--- src/rtl/rom_load_ctrl.sv ---
// ROM download controller: takes the HPS byte stream, routes each byte to one
// of four ROM regions, keeps the game core in reset while loading and for a
// settle window afterwards, and reports byte count, checksum and address errors.
//
// state  | meaning
// -------+-------------------------------------------------------------
// IDLE   | after reset, no image loaded yet, core held in reset
// LOAD   | download active, strobes written into the ROM regions
// SETTLE | core held in reset while the settle counter runs down
// RUN    | core released
module rom_load_ctrl #(
  parameter int unsigned SETTLE_CYCLES = 1024,
  parameter logic [16:0] MAX_ADDR      = 17'h030FF
) (
  input  logic        CLK,
  input  logic        RESET,
  input  logic        dn_download,
  input  logic        dn_wr,
  input  logic [16:0] dn_addr,
  input  logic [7:0]  dn_data,
  input  logic        rst_req,
  output logic        prog_we,
  output logic        char_we,
  output logic        mot_we,
  output logic        sync_we,
  output logic [12:0] rom_addr,
  output logic [7:0]  rom_data,
  output logic        core_reset_n,
  output logic        load_done,
  output logic [16:0] byte_cnt,
  output logic [7:0]  checksum,
  output logic        addr_err
);

  localparam int unsigned CNT_W = (SETTLE_CYCLES > 1) ? $clog2(SETTLE_CYCLES + 1) : 1;
  // End of a download: the entry cycle itself is the first of SETTLE_CYCLES.
  localparam logic [CNT_W-1:0] CNT_END_LOAD = CNT_W'(SETTLE_CYCLES - 1);
  // Reset request: a full SETTLE_CYCLES window follows the last requested cycle.
  localparam logic [CNT_W-1:0] CNT_RST_REQ  = CNT_W'(SETTLE_CYCLES);

  typedef enum logic [1:0] {
    IDLE   = 2'd0,
    LOAD   = 2'd1,
    SETTLE = 2'd2,
    RUN    = 2'd3
  } state_t;

  state_t           state;
  logic [CNT_W-1:0] settle_cnt;
  logic             wr_prev;

  logic             wr_rise;
  logic             addr_ok;
  logic             hit_prog;
  logic             hit_char;
  logic             hit_mot;
  logic             hit_sync;
  logic [12:0]      local_addr;

  assign wr_rise = (state == LOAD) && dn_wr && !wr_prev;
  assign addr_ok = (dn_addr <= MAX_ADDR);

  // Region decode and base subtraction for the current download address.
  always_comb begin
    hit_prog   = 1'b0;
    hit_char   = 1'b0;
    hit_mot    = 1'b0;
    hit_sync   = 1'b0;
    local_addr = 13'd0;
    if (dn_addr <= 17'h01FFF) begin
      hit_prog   = 1'b1;
      local_addr = dn_addr[12:0];
    end else if (dn_addr <= 17'h027FF) begin
      hit_char   = 1'b1;
      local_addr = 13'(dn_addr - 17'h02000);
    end else if (dn_addr <= 17'h02FFF) begin
      hit_mot    = 1'b1;
      local_addr = 13'(dn_addr - 17'h02800);
    end else if (dn_addr <= 17'h030FF) begin
      hit_sync   = 1'b1;
      local_addr = 13'(dn_addr - 17'h03000);
    end
  end

  // Sequencer, write path, statistics and edge detector in one registered block.
  always_ff @(posedge CLK) begin
    if (RESET) begin
      state        <= IDLE;
      settle_cnt   <= '0;
      wr_prev      <= 1'b0;
      prog_we      <= 1'b0;
      char_we      <= 1'b0;
      mot_we       <= 1'b0;
      sync_we      <= 1'b0;
      rom_addr     <= 13'd0;
      rom_data     <= 8'd0;
      core_reset_n <= 1'b0;
      load_done    <= 1'b0;
      byte_cnt     <= 17'd0;
      checksum     <= 8'd0;
      addr_err     <= 1'b0;
    end else begin
      prog_we <= 1'b0;
      char_we <= 1'b0;
      mot_we  <= 1'b0;
      sync_we <= 1'b0;

      // Edge history only advances while loading, so a strobe already high
      // when a download starts still counts as a fresh write.
      if (state == LOAD) begin
        wr_prev <= dn_wr;
      end

      case (state)
        IDLE: begin
          core_reset_n <= 1'b0;
          if (dn_download) begin
            state    <= LOAD;
            byte_cnt <= 17'd0;
            checksum <= 8'd0;
            addr_err <= 1'b0;
          end
        end

        LOAD: begin
          core_reset_n <= 1'b0;
          if (wr_rise) begin
            if (addr_ok) begin
              prog_we  <= hit_prog;
              char_we  <= hit_char;
              mot_we   <= hit_mot;
              sync_we  <= hit_sync;
              rom_addr <= local_addr;
              rom_data <= dn_data;
              checksum <= checksum + dn_data;
              if (byte_cnt != 17'h1FFFF) begin
                byte_cnt <= byte_cnt + 17'd1;
              end
            end else begin
              addr_err <= 1'b1;
            end
          end
          if (!dn_download) begin
            state      <= SETTLE;
            load_done  <= 1'b1;
            settle_cnt <= CNT_END_LOAD;
          end
        end

        SETTLE: begin
          core_reset_n <= 1'b0;
          if (dn_download) begin
            state    <= LOAD;
            byte_cnt <= 17'd0;
            checksum <= 8'd0;
            addr_err <= 1'b0;
          end else if (rst_req) begin
            settle_cnt <= CNT_RST_REQ;
          end else if (settle_cnt == '0) begin
            state        <= RUN;
            core_reset_n <= 1'b1;
          end else begin
            settle_cnt <= settle_cnt - 1'b1;
          end
        end

        RUN: begin
          if (dn_download) begin
            state        <= LOAD;
            core_reset_n <= 1'b0;
            byte_cnt     <= 17'd0;
            checksum     <= 8'd0;
            addr_err     <= 1'b0;
          end else if (rst_req) begin
            state        <= SETTLE;
            core_reset_n <= 1'b0;
            settle_cnt   <= CNT_RST_REQ;
          end
        end

        default: begin
          state        <= IDLE;
          core_reset_n <= 1'b0;
        end
      endcase
    end
  end

endmodule

--- config.mk ---
export PLATFORM = sky130hd
export DESIGN_NAME = rom_load_ctrl
export DESIGN_NICKNAME = d
export VERILOG_FILES = /design/src/rtl/rom_load_ctrl.sv
export SDC_FILE = /design/constraint.sdc
export NUM_CORES = 1
export LEC_CHECK = 0
export CORE_MARGIN = 2
export CORE_UTILIZATION = 45
export CTS_CLUSTER_SIZE = 25
export DETAILED_ROUTE_END_ITERATION = 6
export PLACE_DENSITY = 0.85
export REMOVE_ABC_BUFFERS = 1
export SLEW_MARGIN = 20
export SYNTH_ARGS = -nofsm -noshare
export SYNTH_HDL_FRONTEND = slang
export SYNTH_SLANG_ARGS = --single-unit
--- constraint.sdc ---
create_clock -name CLK -period 2.9 [get_ports CLK]
set_input_delay 0.435 -clock CLK [delete_from_list [all_inputs] [get_ports CLK]]
set_output_delay 0.435 -clock CLK [all_outputs]
set_load 0.05 [all_outputs]
After elaboration in Yosys (flattened, before gate mapping)

Index checks and enable logic that the tools add are counted.

Add/sub/neg operators: 6
Multiply operators: 0
Div/mod/pow operators: 0
Magnitude comparators: 4
Equal/unequal tests: 18
Shift-type cells: 0
Muxes and demuxes: 41
Bitwise operators: 4
Reduce and logical (&&, ||, !) cells: 18

Operator list:

| cell                   | count |
|---|---|
| $mux 17                | 4 |
| $mux 11                | 6 |
| $le 17x14->1 const B   | 3 |
| $mux 13                | 3 |
| $pmux 17 s2            | 1 |
| $pmux 11 s3            | 1 |
| $mux 8                 | 3 |
| $add 17x1->17 const B  | 1 |
| $le 17x13->1 const B   | 1 |
| $ne 17x17->1 const B   | 1 |
| $ne 2x2->1 const B     | 8 |
| $pmux 8 s2             | 1 |
| $mux 2                 | 7 |
| $sub 13x1->13 const B  | 1 |
| $sub 13x12->13 const B | 1 |
| $sub 13x13->13 const B | 1 |
| $mux 1                 | 12 |
| $ne 3x3->1 const B     | 4 |
| $logic_not 11->1       | 1 |
| $sub 11x1->11 const B  | 1 |
| $reduce_and 3->1       | 3 |
| $add 8x8->8            | 1 |
| $pmux 2 s4             | 1 |
| $reduce_and 6->1       | 1 |
| other kinds (18)       | 24 |

Bits in registers: 67
Latch bits: 0
RAM bits: 0
ROM bits: 0
Input bits: 30
Output and inout bits: 53
Logic and storage cells: 105
Memories kept: 0

Longest topological paths before layout

Gate-level depths: netlist of run 1.

Word-level depth: 5
Depth in mapped cells: 11
Mapped depth without buffers: 10

Worst setup path before layout of run 1

Ideal clock, no wire load.

Path type: reg2reg
From: register byte_cnt[0]
To: register byte_cnt[8]
Library setup time: 0.096 ns
Arrival time: 2.738 ns
Data required time: 2.804 ns
Path slack: 0.066 ns
Stages on the path, launching flop included: 12
Path buffers: 1
Period minus slack after synthesis: 2.834 ns
Cells stage by stage: dfxtp_1 ha_1 and3_1 nand4_1 nor3_1 and3_1 ha_1 inv_1 a31oi_1 clkbuf_1 o21ai_0 o41ai_2

Longest elaborated chain between the ends: 5
Elaborated cells on any way between the ends: 8
Classes of those cells: 1 x add/sub; 2 x eq/ne; 4 x mux; 1 x reduce/logical

Ends and longest elaborated chain:

| what                   | RTL line | RTL |
|---|---|---|
| start, declared        | 30       | `output logic [16:0] byte_cnt,` |
| start signal, assigned | 137      | `byte_cnt <= byte_cnt + 17'd1;` |
| $add 17x1->17          | 137      |  |
| $mux 17                | 136      | `if (byte_cnt != 17'h1FFFF) begin` |
| $mux 17                | 128      | `if (addr_ok) begin` |
| $mux 17                | 127      | `if (wr_rise) begin` |
| $pmux 17 s2            | 114      | `case (state)` |

Parallel ways exist; a longest one is shown, timed or not. The select of a mux whose other input is x is not followed.
A chain may end at the register's enable or synchronous reset.

Worst setup path in the final report of run 1

From: input dn_data[1]
To: register checksum[7]

Longest elaborated chain between the ends: 4

Ends and longest elaborated chain:

| what                 | RTL line | RTL |
|---|---|---|
| start, declared      | 20       | `input logic [7:0] dn_data,` |
| $add 8x8->8          | 135      | `checksum <= checksum + dn_data;` |
| $mux 8               | 128      |  |
| $mux 8               | 127      |  |
| $pmux 8 s2           | 114      |  |
| end signal, assigned | 135      |  |
| end, declared        | 31       | `output logic [7:0] checksum,` |

Every way passes these cells. The select of a mux whose other input is x is not followed.

==> results.sh, run 1 <==
export IMPL_core_area_sq_um=7727
export IMPL_netlist_cell_type_count=70
export IMPL_synth_area_sq_um=3578
export IMPL_io_pin_count=83
export IMPL_r2r_slack_ns=0.41
export IMPL_cp_end_kind="flop"
export IMPL_rr_startpoint="byte_cnt[0]"
export IMPL_worst_path_max_fanout=3
export IMPL_synth_async_reset_ratio_pct=0
export IMPL_postLayoutCellArea_sq_um=4692
export IMPL_holdCritStartpoint="rom_data[4]"
export IMPL_port_buffers=82
export IMPL_antenna_found_initial=0
export IMPL_via_per_inst=5.654
export IMPL_place_area_sq_um=4511
export IMPL_skew_ns=0.005725
export IMPL_wirelength_microns=8990
export IMPL_die_w_microns=93.18
export IMPL_cts_root_buf="clkbuf_8"
export IMPL_required_ns=3.19
export IMPL_hold_violations=0
export IMPL_grt_max_degree=34
export IMPL_netlist_instances=442
export IMPL_numCtsBuffers=9
export IMPL_path_class="input pin to flop"
export IMPL_setup_tns_final_ns=0
export IMPL_hold_path_depth=2
export IMPL_worst_ep_arrival_time_ns=2.91
export IMPL_htreeDepth=3
export IMPL_hold_buffers=0
export IMPL_drt_iter0_markers=140
export IMPL_synth_top_area_share_pct=37.48
export IMPL_dp_hpwl_microns=6309
export IMPL_ant_nets=0
export IMPL_die_area_sq_um=8682
export IMPL_grt_pass1_wl_microns=14790
export IMPL_cts_sinks=67
export IMPL_die_y_microns=93.18
export IMPL_rsz0062_at_grt="no"
export IMPL_r2r_end="byte_cnt[14]"
export IMPL_grtUsageTotal_pct=21.06
export IMPL_synth_edf_count=0
export IMPL_avgRoutedWirePerCell_microns=14.32
export IMPL_ff2ff_path_depth=11
export IMPL_num_antenna_cells=0
export IMPL_clk_pin_slew_ns=0.06
export IMPL_syn_to_final_growth_pct=31.12
export IMPL_worstMarginPinSlew_ns=0.6694
export IMPL_leakagePower_nw=1.686
export IMPL_cp_start_kind="input pin"
export IMPL_layout_nets=570
export IMPL_fillers=646
export IMPL_drive_gt1_share_pct=10.65
export IMPL_yosysMostFrequentCell="dfxtp_1"
export IMPL_clk_latency_ns=0.35
export IMPL_overflow=0
export IMPL_min_period_ns=2.626
export IMPL_hold_path_class="flop to flop"
export IMPL_ir_drop_v=0.0002129
export IMPL_avgSynthCellArea_sq_um=8.096
export IMPL_fmax_mhz=380.8
export IMPL_clk_path_buf_depth=2
export IMPL_holdPathEnd="rom_data[4]"
export IMPL_start_util_pct=46.31
export IMPL_ys_seq_area_share_pct=37.48
export IMPL_ys_top_cells_by_count="dfxtp_1 (67), nand2_1 (63), a21oi_1 (50), nor2_1 (38), o21ai_0 (33)"
export IMPL_ys_warnings_count=0
export IMPL_grt_pass1_vias=3186
export IMPL_maxCapViolCount=0
export IMPL_yosys_area_top_type="dfxtp_1"
export IMPL_ys_ff_latch=67
export IMPL_synthTopCellsByArea="dfxtp_1 (37%), a21oi_1 (7.0%), nand2_1 (6.6%), ha_1 (5.6%), o21ai_0 (4.6%)"
export IMPL_slew_violations=0
export IMPL_outcome="complete, no violations"
export IMPL_p_per_area_nw_per_um2=405.0
export IMPL_vias=3551
export IMPL_tritoncts="yes"
export IMPL_first_pass_iters=4
export IMPL_slew_headroom_pct=54.22
export IMPL_synth_ff_type="dfxtp_1"
export IMPL_power_total_mw=1.900
export IMPL_num_rows=32
export IMPL_period_share_pct=90.56
export IMPL_setup_viol=0
export IMPL_gp_congestion=0.8669
export IMPL_drc_errors=0
## how the worst max path moves through the flow
stage	endpoint	cells after the start	from
finish	checksum[7]	8	dn_data[1]
global route	byte_cnt[2]	10	byte_cnt[0]
CTS	byte_cnt[2]	10	byte_cnt[0]
detailed placement	checksum[7]	8	dn_data[1]
global placement	byte_cnt[8]	7	dn_addr[12]
floorplan	byte_cnt[8]	10	byte_cnt[0]
## area by class of cell
cell class | instances | area (sq um) | area share (%)
Clock inverter | 3 | 15.01 | 0.3200
Timing Repair Buffer | 94 | 918.4 | 19.57
Tap cell | 102 | 127.6 | 2.720
Sequential cell | 67 | 1341 | 28.59
Inverter | 14 | 52.55 | 1.120
Multi-Input combinational cell | 337 | 2086 | 44.45
Clock buffer | 11 | 151.4 | 3.227
## sequential cells by signal, indices dropped and copies added (netlist names)
name / cells
addr_err: 1
char_we: 1
rom_data: 8
core_reset_n: 1
load_done: 1
rom_addr: 13
wr_prev: 1
sync_we: 1
state: 2
checksum: 8
settle_cnt: 11
mot_we: 1
byte_cnt: 17
prog_we: 1
## layer usage
layer | part of all wire [%] | track usage [%] | vias to the layer above
met3 | 5.3 | 3.787 | 11
li1 | - | - | 1757
met5 | 0 | 0 | -
met4 | 1.7 | 9.069 | 0
met1 | 45 | 27.37 | 1676
met2 | 48 | 34.36 | 107
## worst max-delay path, stage by stage
cell             delay [ns]
clkdlybuf4s50_1        0.49
ha_1                   0.34
a21oi_2                0.16
o21ai_1                0.11
a2111oi_0              0.61
nor3b_1                0.14
or4_1                  0.49
a21oi_1                0.14
## stage by stage
step           hold WS [ns]  worst slack, ns  utilization [%]  std cells
3_3_place_gp         0.4425          0.09424            58.37        614
2_1_floorplan        0.4535         0.002974                -        418
4_1_cts              0.4581          0.03773            60.52        628
3_5_place_dp         0.4487        -0.003014            58.37        614
6_report             0.4557           0.2736            60.72        628
5_1_grt              0.4761           0.1769            60.72        628
## power breakdown
| part | switching (mW) | total [mW] | internal (mW) |
|---|---|---|---|
| logic | 0.145 | 0.253 | 0.108 |
| clock network | 0.350 | 0.693 | 0.343 |
| registers | 0.0181 | 0.954 | 0.936 |
| total | 0.513 | 1.90 | 1.39 |
## repair_timing
action | CTS | global route
endpoints found under the setup margin | 0 | 13
endpoints found under the hold margin | 0 | 0
resized for setup | 0 | 2
setup buffers | 0 | 0
## cell families after synthesis
kind of cell             Yosys count  synth area share (%)
multiplexers                       2                0.5595
XOR/XNOR                           5                 1.224
flip-flops                        67                 37.48
AO/OA/AOI/OAI                    130                 23.15
adder cells (fa/ha/maj)           17                 6.154
buffers and inverters             38                 4.720
AND/OR/NAND/NOR                  183                 26.71
## cells in the final DEF (no fill, tap or decap), drive strengths merged, types with 3 or more instances in the layout
cell and count:
o41ai 6, and2 5, xnor2 3, nand2b 3
dfxtp 67, and3 9, a311oi 4, a21oi 51
o21ai 35, nor2 38, nor4 5, nand3 17
nor3 12, ha 16, clkdlybuf4s50 81, a211oi 4
a31oi 6, nand4 8, inv 14, o31ai 5
clkbuf 11, clkinv 3, a21o 3, buf 13
and4 4, nand2 64
(Power assumes the default switching activity.)
==> run 2, diff against run 1 <==
--- a/config.mk
+++ b/config.mk
@@ -10,6 +10,7 @@
 export CTS_CLUSTER_SIZE = 25
 export DETAILED_ROUTE_END_ITERATION = 6
 export PLACE_DENSITY = 0.85
+export RECOVER_POWER = 50
 export REMOVE_ABC_BUFFERS = 1
 export SLEW_MARGIN = 20
 export SYNTH_ARGS = -nofsm -noshare
==> run 2 against run 1 <==
Sequential cell count unchanged. Non-clock buffer count unchanged. Sequential share of layout area increased by 0.11 points. Wire length decreased by 0.33%. Worst setup slack improved by 0.0013 ns. Hold slack got worse by 0.0035 ns. First-iteration DRC count increased by 9.3%. Utilization decreased by 0.24 points.
==> results.sh, run 2 (synthesized netlist as in run 1, its figures left out) <==
export IMPL_outcome="complete, no violations"
export IMPL_leakagePower_nw=1.843
export IMPL_switching_share_pct=26.93
export IMPL_die_area_sq_um=8682
export IMPL_first_pass_iters=5
export IMPL_maxCapViolCount=0
export IMPL_fin_hold_ws_ns=0.4522
export IMPL_place_area_sq_um=4511
export IMPL_final_common_cell="dfxtp_1"
export IMPL_clk_path_buf_depth=2
export IMPL_p_int_mw=1.383
export IMPL_final_cell_mix="dfxtp_1 (67), nand2_1 (63), a21oi_1 (50)"
export IMPL_clk_latency_ns=0.35
export IMPL_syn_to_final_growth_pct=30.59
export IMPL_power_total_mw=1.893
export IMPL_ir_drop_v=0.0002122
export IMPL_worstMarginPinSlew_ns=0.6751
export IMPL_grt_pass1_wl_microns=14790
export IMPL_skew_ns=0.005047
export IMPL_clk_pin_slew_ns=0.06
export IMPL_drive_gt1_share_pct=9.886
export IMPL_die_w_microns=93.18
export IMPL_rsz0062_at_grt="no"
export IMPL_hold_path_class="flop to flop"
export IMPL_tritoncts="yes"
export IMPL_antenna_found_initial=0
export IMPL_fmax_mhz=380.9
export IMPL_p_sw_uw=509.7
export IMPL_globalRoute_busiestLayer="met2"
export IMPL_slew_violations=0
export IMPL_num_rows=32
export IMPL_required_ns=3.18
export IMPL_gp_congestion=0.8669
export IMPL_avgRoutedWirePerCell_microns=14.27
export IMPL_largest_reg_flops=17
export IMPL_hold_violations=0
export IMPL_cts_sinks=67
export IMPL_ant_nets=0
export IMPL_gr_usage_met1_pct=27.37
export IMPL_layout_nets=570
export IMPL_final_setup_worst_slack_ns=0.2749
export IMPL_num_antenna_cells=0
export IMPL_finish_utilization_pct=60.48
export IMPL_drt_iter0_markers=153
export IMPL_wirelength_microns=8960
export IMPL_holdPathEnd="rom_data[4]"
export IMPL_cp_start_kind="input pin"
export IMPL_slew_headroom_pct=53.83
export IMPL_via_per_inst=5.659
export IMPL_p_comb_share_pct=13.1
export IMPL_dp_hpwl_microns=6309
export IMPL_place_ws_ns=-0.003014
export IMPL_p_clk_share_pct=36.5
export IMPL_period_share_pct=90.52
export IMPL_hold_path_depth=2
export IMPL_pwr_share_seq_pct=50.4
export IMPL_start_util_pct=46.31
export IMPL_grtUsageTotal_pct=21.06
export IMPL_cts_root_buf="clkbuf_8"
export IMPL_rr_startpoint="byte_cnt[0]"
export IMPL_numCtsBuffers=9
export IMPL_reg_top3="byte_cnt (17), rom_addr (13), settle_cnt (11)"
export IMPL_ff2ff_path_depth=11
export IMPL_worst_ep_arrival_time_ns=2.91
export IMPL_postLayoutCellArea_sq_um=4673
export IMPL_cp_end_kind="flop"
export IMPL_groute_layer_met2_usage_pct=34.36
export IMPL_grt_max_degree=34
export IMPL_holdCritStartpoint="rom_data[4]"
export IMPL_r2r_end="byte_cnt[14]"
export IMPL_overflow=0
export IMPL_die_y_microns=93.18
export IMPL_post_cts_setup_buffers=0
export IMPL_r2r_slack_ns=0.43
export IMPL_p_per_area_nw_per_um2=405.0
export IMPL_fillers=651
export IMPL_core_area_sq_um=7727
export IMPL_vias=3554
export IMPL_htreeDepth=3
export IMPL_top_register="byte_cnt"
export IMPL_io_pin_count=83
export IMPL_grt_pass1_vias=3186
export IMPL_setup_viol=0
export IMPL_min_period_ns=2.625
export IMPL_port_buffers=82
export IMPL_use_met3_pct=3.787
export IMPL_path_class="input pin to flop"
export IMPL_drc_errors=0
export IMPL_hold_buffers=0
export IMPL_worst_path_max_fanout=3
-- run 2: metrics by stage --
step / setup TNS [ns] / cells
finish: 0 / 628
detailed placement: -0.003014 / 614
CTS: 0 / 628
global placement: 0 / 614
global route: 0 / 628
floorplan: 0 / 418
-- run 2: power by group through the flow --
| stage | registers, mW | logic [mW] | clock network, mW |
|---|---|---|---|
| after floorplan | 0.984 | 0.125 | 0 |
| after global placement | 0.974 | 0.239 | 0 |
| after detailed placement | 0.975 | 0.246 | 0 |
| after CTS | 0.954 | 0.249 | 0.699 |
| after global routing | 0.955 | 0.272 | 0.746 |
| final | 0.953 | 0.248 | 0.691 |
-- run 2: metal layers --
metal	part of all wire [%]	wire [microns]
met4	1.7	153
met3	5.2	464
met1	45	4035
met2	48	4306
met5	0	0
-- run 2: final cells by class --
type	count	area (sq um)	area share, %
clock buffers	11	151.4	3.240
clock inverters	3	15.01	0.3213
inverters	14	52.55	1.124
multi-input cells	337	2071	44.31
flip-flops and latches	67	1341	28.70
well taps	102	127.6	2.731
repair buffers	94	914.6	19.57
-- run 2: how the worst max path moves through the flow --
stage / start / slack [ns] / cells after the start / endpoint
after floorplan: byte_cnt[0] / 0.003 / 10 / byte_cnt[8]
after global placement: dn_addr[12] / 0.09 / 7 / byte_cnt[8]
after detailed placement: dn_data[1] / -0.003 / 8 / checksum[7]
after CTS: byte_cnt[0] / 0.04 / 10 / byte_cnt[2]
after global routing: dn_addr[12] / 0.18 / 9 / rom_addr[12]
final: dn_data[1] / 0.27 / 8 / checksum[7]
-- run 2: critical path, stage by stage --
cell	delay, ns
clkdlybuf4s50_1	0.48
ha_1	0.34
a21oi_2	0.16
o21ai_1	0.11
a2111oi_0	0.61
nor3b_1	0.14
or4_1	0.49
a21oi_1	0.14
-- run 2: repair_timing --
item                                   CTS  global route
endpoints found under the hold margin    0             0
setup endpoints to repair                0            13
gates resized for setup                  0             2
==> run 3, diff against run 2 <==
--- a/config.mk
+++ b/config.mk
@@ -12,6 +12,7 @@
 export PLACE_DENSITY = 0.85
 export RECOVER_POWER = 50
 export REMOVE_ABC_BUFFERS = 1
+export SKIP_CTS_REPAIR_TIMING = 1
 export SLEW_MARGIN = 20
 export SYNTH_ARGS = -nofsm -noshare
 export SYNTH_HDL_FRONTEND = slang
==> results of run 3 <==
Final layout, timing and power as in run 2 (identical DEF).
